### config.mk
export PLATFORM = sky130hd
export DESIGN_NAME = seg7_scan_driver
export DESIGN_NICKNAME = d
export VERILOG_FILES = /design/src/rtl/seg7_scan_driver_pkg.sv /design/src/rtl/seg7_scan_driver_bcd_to_seg7.sv /design/src/rtl/seg7_scan_driver.sv
export SDC_FILE = /design/constraint.sdc
export NUM_CORES = 1
export LEC_CHECK = 0
export ABC_AREA = 1
export BUFFER_PORTS_ARGS = -buffer_cell sky130_fd_sc_hd__buf_2
export CAP_MARGIN = 20
export CORE_MARGIN = 5
export CORE_UTILIZATION = 40
export CTS_CLUSTER_DIAMETER = 200
export CTS_CLUSTER_SIZE = 24
export DETAILED_ROUTE_END_ITERATION = 10
export SLEW_MARGIN = 10
export SYNTH_ARGS = -nofsm -noshare
export SYNTH_HDL_FRONTEND = slang
export SYNTH_SLANG_ARGS = --single-unit
### constraint.sdc
create_clock -name clk -period 3.6 [get_ports clk]
set_input_delay 0.9 -clock clk [delete_from_list [all_inputs] [get_ports clk]]
set_output_delay 0.9 -clock clk [all_outputs]
set_load 0.1 [all_outputs]
### src/rtl/seg7_scan_driver_pkg.sv
// Shared constants for the 4-digit multiplexed common-anode display driver.
// All segment and anode patterns are active-low.
package seg7_scan_driver_pkg;

   localparam logic [6:0] SEG_BLANK = 7'h7F;
   localparam logic [6:0] SEG_DASH  = 7'h3F;

   localparam logic [6:0] SEG_0 = 7'h40;
   localparam logic [6:0] SEG_1 = 7'h79;
   localparam logic [6:0] SEG_2 = 7'h24;
   localparam logic [6:0] SEG_3 = 7'h30;
   localparam logic [6:0] SEG_4 = 7'h19;
   localparam logic [6:0] SEG_5 = 7'h12;
   localparam logic [6:0] SEG_6 = 7'h02;
   localparam logic [6:0] SEG_7 = 7'h78;
   localparam logic [6:0] SEG_8 = 7'h00;
   localparam logic [6:0] SEG_9 = 7'h10;

   localparam logic [3:0] AN_OFF = 4'b1111;

   typedef enum logic [1:0] {
      SLOT_MIN_U = 2'd0,
      SLOT_MIN_T = 2'd1,
      SLOT_HR_U  = 2'd2,
      SLOT_HR_T  = 2'd3
   } slot_e;

endpackage

### src/rtl/seg7_scan_driver_bcd_to_seg7.sv
// BCD to active-low 7-segment decoder {g,f,e,d,c,b,a}; non-BCD codes show a dash.
module bcd_to_seg7
   import seg7_scan_driver_pkg::*;
(
   input  logic [3:0] bcd_i,
   output logic [6:0] seg_o
);

   always_comb begin
      seg_o = SEG_DASH;
      case (bcd_i)
         4'd0:    seg_o = SEG_0;
         4'd1:    seg_o = SEG_1;
         4'd2:    seg_o = SEG_2;
         4'd3:    seg_o = SEG_3;
         4'd4:    seg_o = SEG_4;
         4'd5:    seg_o = SEG_5;
         4'd6:    seg_o = SEG_6;
         4'd7:    seg_o = SEG_7;
         4'd8:    seg_o = SEG_8;
         4'd9:    seg_o = SEG_9;
         default: seg_o = SEG_DASH;
      endcase
   end

endmodule

### src/rtl/seg7_scan_driver.sv
// Time-multiplexed scan of HH:MM onto a common-anode display with frame-coherent
// digit capture, whole-display blink, hour leading-zero blanking and a 1 Hz colon.
module seg7_scan_driver
   import seg7_scan_driver_pkg::*;
#(
   parameter int unsigned REFRESH_DIV = 100000,
   parameter int unsigned BLINK_DIV   = 25000000
) (
   input  logic       clk,
   input  logic       reset_,
   input  logic [3:0] dig0,
   input  logic [3:0] dig1,
   input  logic [3:0] dig2,
   input  logic [3:0] dig3,
   input  logic       en_afisaj,
   input  logic       palpaie,
   output logic [3:0] an,
   output logic [6:0] seg,
   output logic       dp
);

   localparam int unsigned REF_W = (REFRESH_DIV > 1) ? $clog2(REFRESH_DIV) : 1;
   localparam int unsigned BLK_W = (BLINK_DIV > 1) ? $clog2(BLINK_DIV) : 1;
   localparam logic [REF_W-1:0] REF_LAST = REF_W'(REFRESH_DIV - 1);
   localparam logic [BLK_W-1:0] BLK_LAST = BLK_W'(BLINK_DIV - 1);

   logic [REF_W-1:0] ref_cnt_q, ref_cnt_d;
   logic [BLK_W-1:0] blink_cnt_q, blink_cnt_d;
   slot_e            scan_q, scan_d;
   logic             blink_phase_q, blink_phase_d;
   logic [3:0]       snap_q [4];
   logic [3:0]       an_q, an_d;
   logic [6:0]       seg_q, seg_d;
   logic             dp_q, dp_d;

   logic             ref_wrap, blink_wrap, snap_load, visible;
   logic [3:0]       cur_digit;
   logic [6:0]       cur_seg;

   assign cur_digit = snap_q[scan_q];

   bcd_to_seg7 u_dec (
      .bcd_i (cur_digit),
      .seg_o (cur_seg)
   );

   always_comb begin
      ref_wrap      = (ref_cnt_q == REF_LAST);
      blink_wrap    = (blink_cnt_q == BLK_LAST);
      ref_cnt_d     = ref_wrap ? '0 : ref_cnt_q + REF_W'(1);
      blink_cnt_d   = blink_wrap ? '0 : blink_cnt_q + BLK_W'(1);
      scan_d        = ref_wrap ? slot_e'(scan_q + 2'd1) : scan_q;
      blink_phase_d = blink_phase_q ^ blink_wrap;
      // capture on the 3->0 scan wrap so a whole frame shows one coherent time
      snap_load     = ref_wrap && (scan_q == SLOT_HR_T);

      visible = en_afisaj & ~(palpaie & blink_phase_q);
      an_d    = AN_OFF;
      seg_d   = SEG_BLANK;
      dp_d    = 1'b1;
      if (visible) begin
         seg_d = cur_seg;
         if (!((scan_q == SLOT_HR_T) && (snap_q[3] == 4'd0)))
            an_d = ~(4'b0001 << scan_q);
         dp_d = !((scan_q == SLOT_HR_U) && !blink_phase_q);
      end
   end

   always_ff @(posedge clk or negedge reset_) begin
      if (!reset_) begin
         ref_cnt_q     <= '0;
         blink_cnt_q   <= '0;
         scan_q        <= SLOT_MIN_U;
         blink_phase_q <= 1'b0;
         for (int unsigned i = 0; i < 4; i++) snap_q[i] <= '0;
         an_q          <= AN_OFF;
         seg_q         <= SEG_BLANK;
         dp_q          <= 1'b1;
      end else begin
         ref_cnt_q     <= ref_cnt_d;
         blink_cnt_q   <= blink_cnt_d;
         scan_q        <= scan_d;
         blink_phase_q <= blink_phase_d;
         if (snap_load) begin
            snap_q[0] <= dig0;
            snap_q[1] <= dig1;
            snap_q[2] <= dig2;
            snap_q[3] <= dig3;
         end
         an_q  <= an_d;
         seg_q <= seg_d;
         dp_q  <= dp_d;
      end
   end

   assign an  = an_q;
   assign seg = seg_q;
   assign dp  = dp_q;

endmodule

==> qor.yml <==
sta:
  setup_tns_ns: 0
  hold_violations: 0
  period_needed_ns: 2.18
  skew_ns: 0.0152
  drv_slew: 0
  rsz0062_at_grt: "false"
  fmax_mhz: 458
  setup-violations-final: 0
  tightest_slew_ns: 0.920
  period_share: 0.607
  max_slew_margin: 0.387
floorplan:
  die_area_mm2: 0.0120
  dieHeight_um: 110
  rows: 36
  io_pins: 32
  initial_core_util: 0.409
  die_x_um: 110
  core_area_mm2: 0.00973
critical_path:
  rrSetupSlack_ns: 1.74
  reg2regPathDepth: 8
  worstPathArrival_ns: 1.28
  cp_top_family: "flip-flops"
  path_max_fanout: 1
  cp-end-kind: "output pin"
  slowest_stage: "dfstp_2"
  reg2reg_from: "ref_cnt_q[0]"
  worstSetupStartpointType: "register"
  worst-setup-path-type: "reg -> out"
  max_stage_delay_ns: 0.52
  crit_buf_inv: 1
  worstPathCellList: "buf_2"
  crit_required_ns: 2.70
  r2r-end: "snap_q[12]"
grt:
  grt_max_degree: 74
  grt_overflow_total: 0
  grt_pass1_vias: 3166
  antenna_found_initial: 0
  grt_pass1_wl_um: 14100
  grt_usage: 0.146
clocking:
  cts-hold-fix-buffers: 0
  cts.clk_slew.worst_paths_ns: 0.09
  clock_tree.root_cell: "clkbuf_8"
  post_cts_resized: 0
  htreeDepth: 3
  clkLatencyLatePin_ns: 0.35
  post-cts-setup-buffers: 0
  clk_path_buf_depth: 2
  cts_sinks: 73
  cts_buffers: 9
  tritoncts: "done"
cells_and_area:
  n_antenna_cell: 0
  fillers: 1003
  final_layout_size_suffix_gt1_frac: 0.189
  area_growth_pct: 13.1
  nets: 567
  finish.instance_area_mm2: 0.00450
synth:
  synth_ff_type: "dfrtp_1"
  netlist-cell-type-count: 28
  synth-seq-cells: 73
  yosysTopAreaCellShare: 0.384
  syn_area_mm2: 0.00398
  yosysWarningCount: 0
  synth-seq-area-share: 0.463
  ys_top_cells_by_area: "dfrtp_1, nand2_1, dfstp_2"
  synth_edf_count: 0
  synthesis.nets: 531
  syn_avg_cell_area_um2: 7.97
  async_flop_share: 1.00
  yosysTopAreaCell: "dfrtp_1"
  yosys-top-cells-count: "nand2_1, nor2_1, inv_1, dfrtp_1, nand3_1"
  yosysMostFrequentCell: "nand2_1"
  syn_inst: 499
flow_run:
  cap_violations: 0
power:
  power_density_mw_per_mm2: 370
  vdd_ir_drop_max_mv: 0.212
  p_leak_nw: 2.15
  total_power_mw: 1.67
placement:
  port_buffers: 31
  hpwl_um: 5810
  placed_cell_area_mm2: 0.00424
  routabilityCongestion: 0.861
route:
  first_pass_iters: 5
  drc: 0
  vias: 3106
  drt-total-wl_um: 7840
  detail_route.wl_per_cell_um: 11.6
  ant_nets: 0
  drtIter0Drc: 185
  viasPerCell: 4.62
min_path:
  holdPathStages: 1
  hp-class: "reg -> reg"
  hold_path_startpoint: "ref_cnt_q[0]"
  holdPathEnd: "ref_cnt_q[0]"
outcome:
  status: "finished, final reports clean"
[power breakdown]
part | total [mW] | switching [mW] | internal, mW | leakage [nW]
Sequential | 0.822 | 0.000208 | 0.822 | 0.866
Clock | 0.800 | 0.300 | 0.500 | 0.127
Combinational | 0.0435 | 0.0335 | 0.00993 | 1.16
[layout make-up]
type	count	area (um2)	area share
Sequential cell	73	1840	0.409
Multi-Input combinational cell	348	1810	0.401
Inverter	72	273	0.0606
Tap cell	133	166	0.0370
Timing Repair Buffer	31	158	0.0350
Clock buffer	12	155	0.0345
Clock inverter	4	98.8	0.0220
[per-stage QoR]
stage	utilization	cells	setup WS (ns)	hold WS, ns
after floorplan	-	499	1.88	0.431
after global placement	0.436	657	1.74	0.449
after global routing	0.462	673	1.38	0.490
after CTS	0.462	673	1.40	0.467
final	0.462	673	1.42	0.462
after detailed placement	0.436	657	1.70	0.457
[flip-flops by register name (all words and copies together), names as in the netlist]
signal	cells
an	4
snap_q	16
seg	7
dp	1
ref_cnt_q	17
blink_phase_q	1
scan_q	2
blink_cnt_q	25
[cell usage in the layout (no fill, tap or decap), types with 4 or more instances in the layout]
master and count:
xor2_1 18, o21ai_2 16, inv_1 67, nand3_1 42, dfstp_2 12, buf_2 30, nor2_4 4, nor3_1 9
clkbuf_8 11, nand2_1 128, o21ai_0 9, nand2_2 18, dfrtp_1 61, nor2_1 71, ha_1 12, nand4_1 5
[cells by family (layout without fill, tap and decap cells)]
family / count (synthesis) / after routing / synth area share
adder cells (fa/ha/maj): 12 / 12 / 0.0378
AO/OA/AOI/OAI: 30 / 30 / 0.0541
XOR/XNOR: 21 / 21 / 0.0463
AND/OR/NAND/NOR: 285 / 285 / 0.316
flip-flops: 73 / 73 / 0.463
buffers and inverters: 78 / 119 / 0.0828
[metal layers]
| layer | GRT usage | vias to the layer above | part of all wire |
|---|---|---|---|
| met5 | 0 | - | 0 |
| met4 | 0.0401 | 0 | 0.013 |
| met2 | 0.250 | 45 | 0.50 |
| met1 | 0.185 | 1446 | 0.46 |
| li1 | - | 1607 | - |
| met3 | 0.0335 | 8 | 0.033 |
[how the worst max path moves through the flow]
| stage | from | end | slack [ns] | depth (start not counted) |
|---|---|---|---|---|
| final | seg[5] | seg[5] | 1.42 | 1 |
| after global routing | seg[5] | seg[5] | 1.38 | 1 |
| after CTS | seg[5] | seg[5] | 1.40 | 1 |
| after detailed placement | ref_cnt_q[0] | snap_q[13] | 1.70 | 8 |
| after global placement | ref_cnt_q[0] | snap_q[12] | 1.74 | 8 |
| after floorplan | an[0] | an[0] | 1.88 | 0 |
No activity file was read; power rests on OpenSTA's default activity.
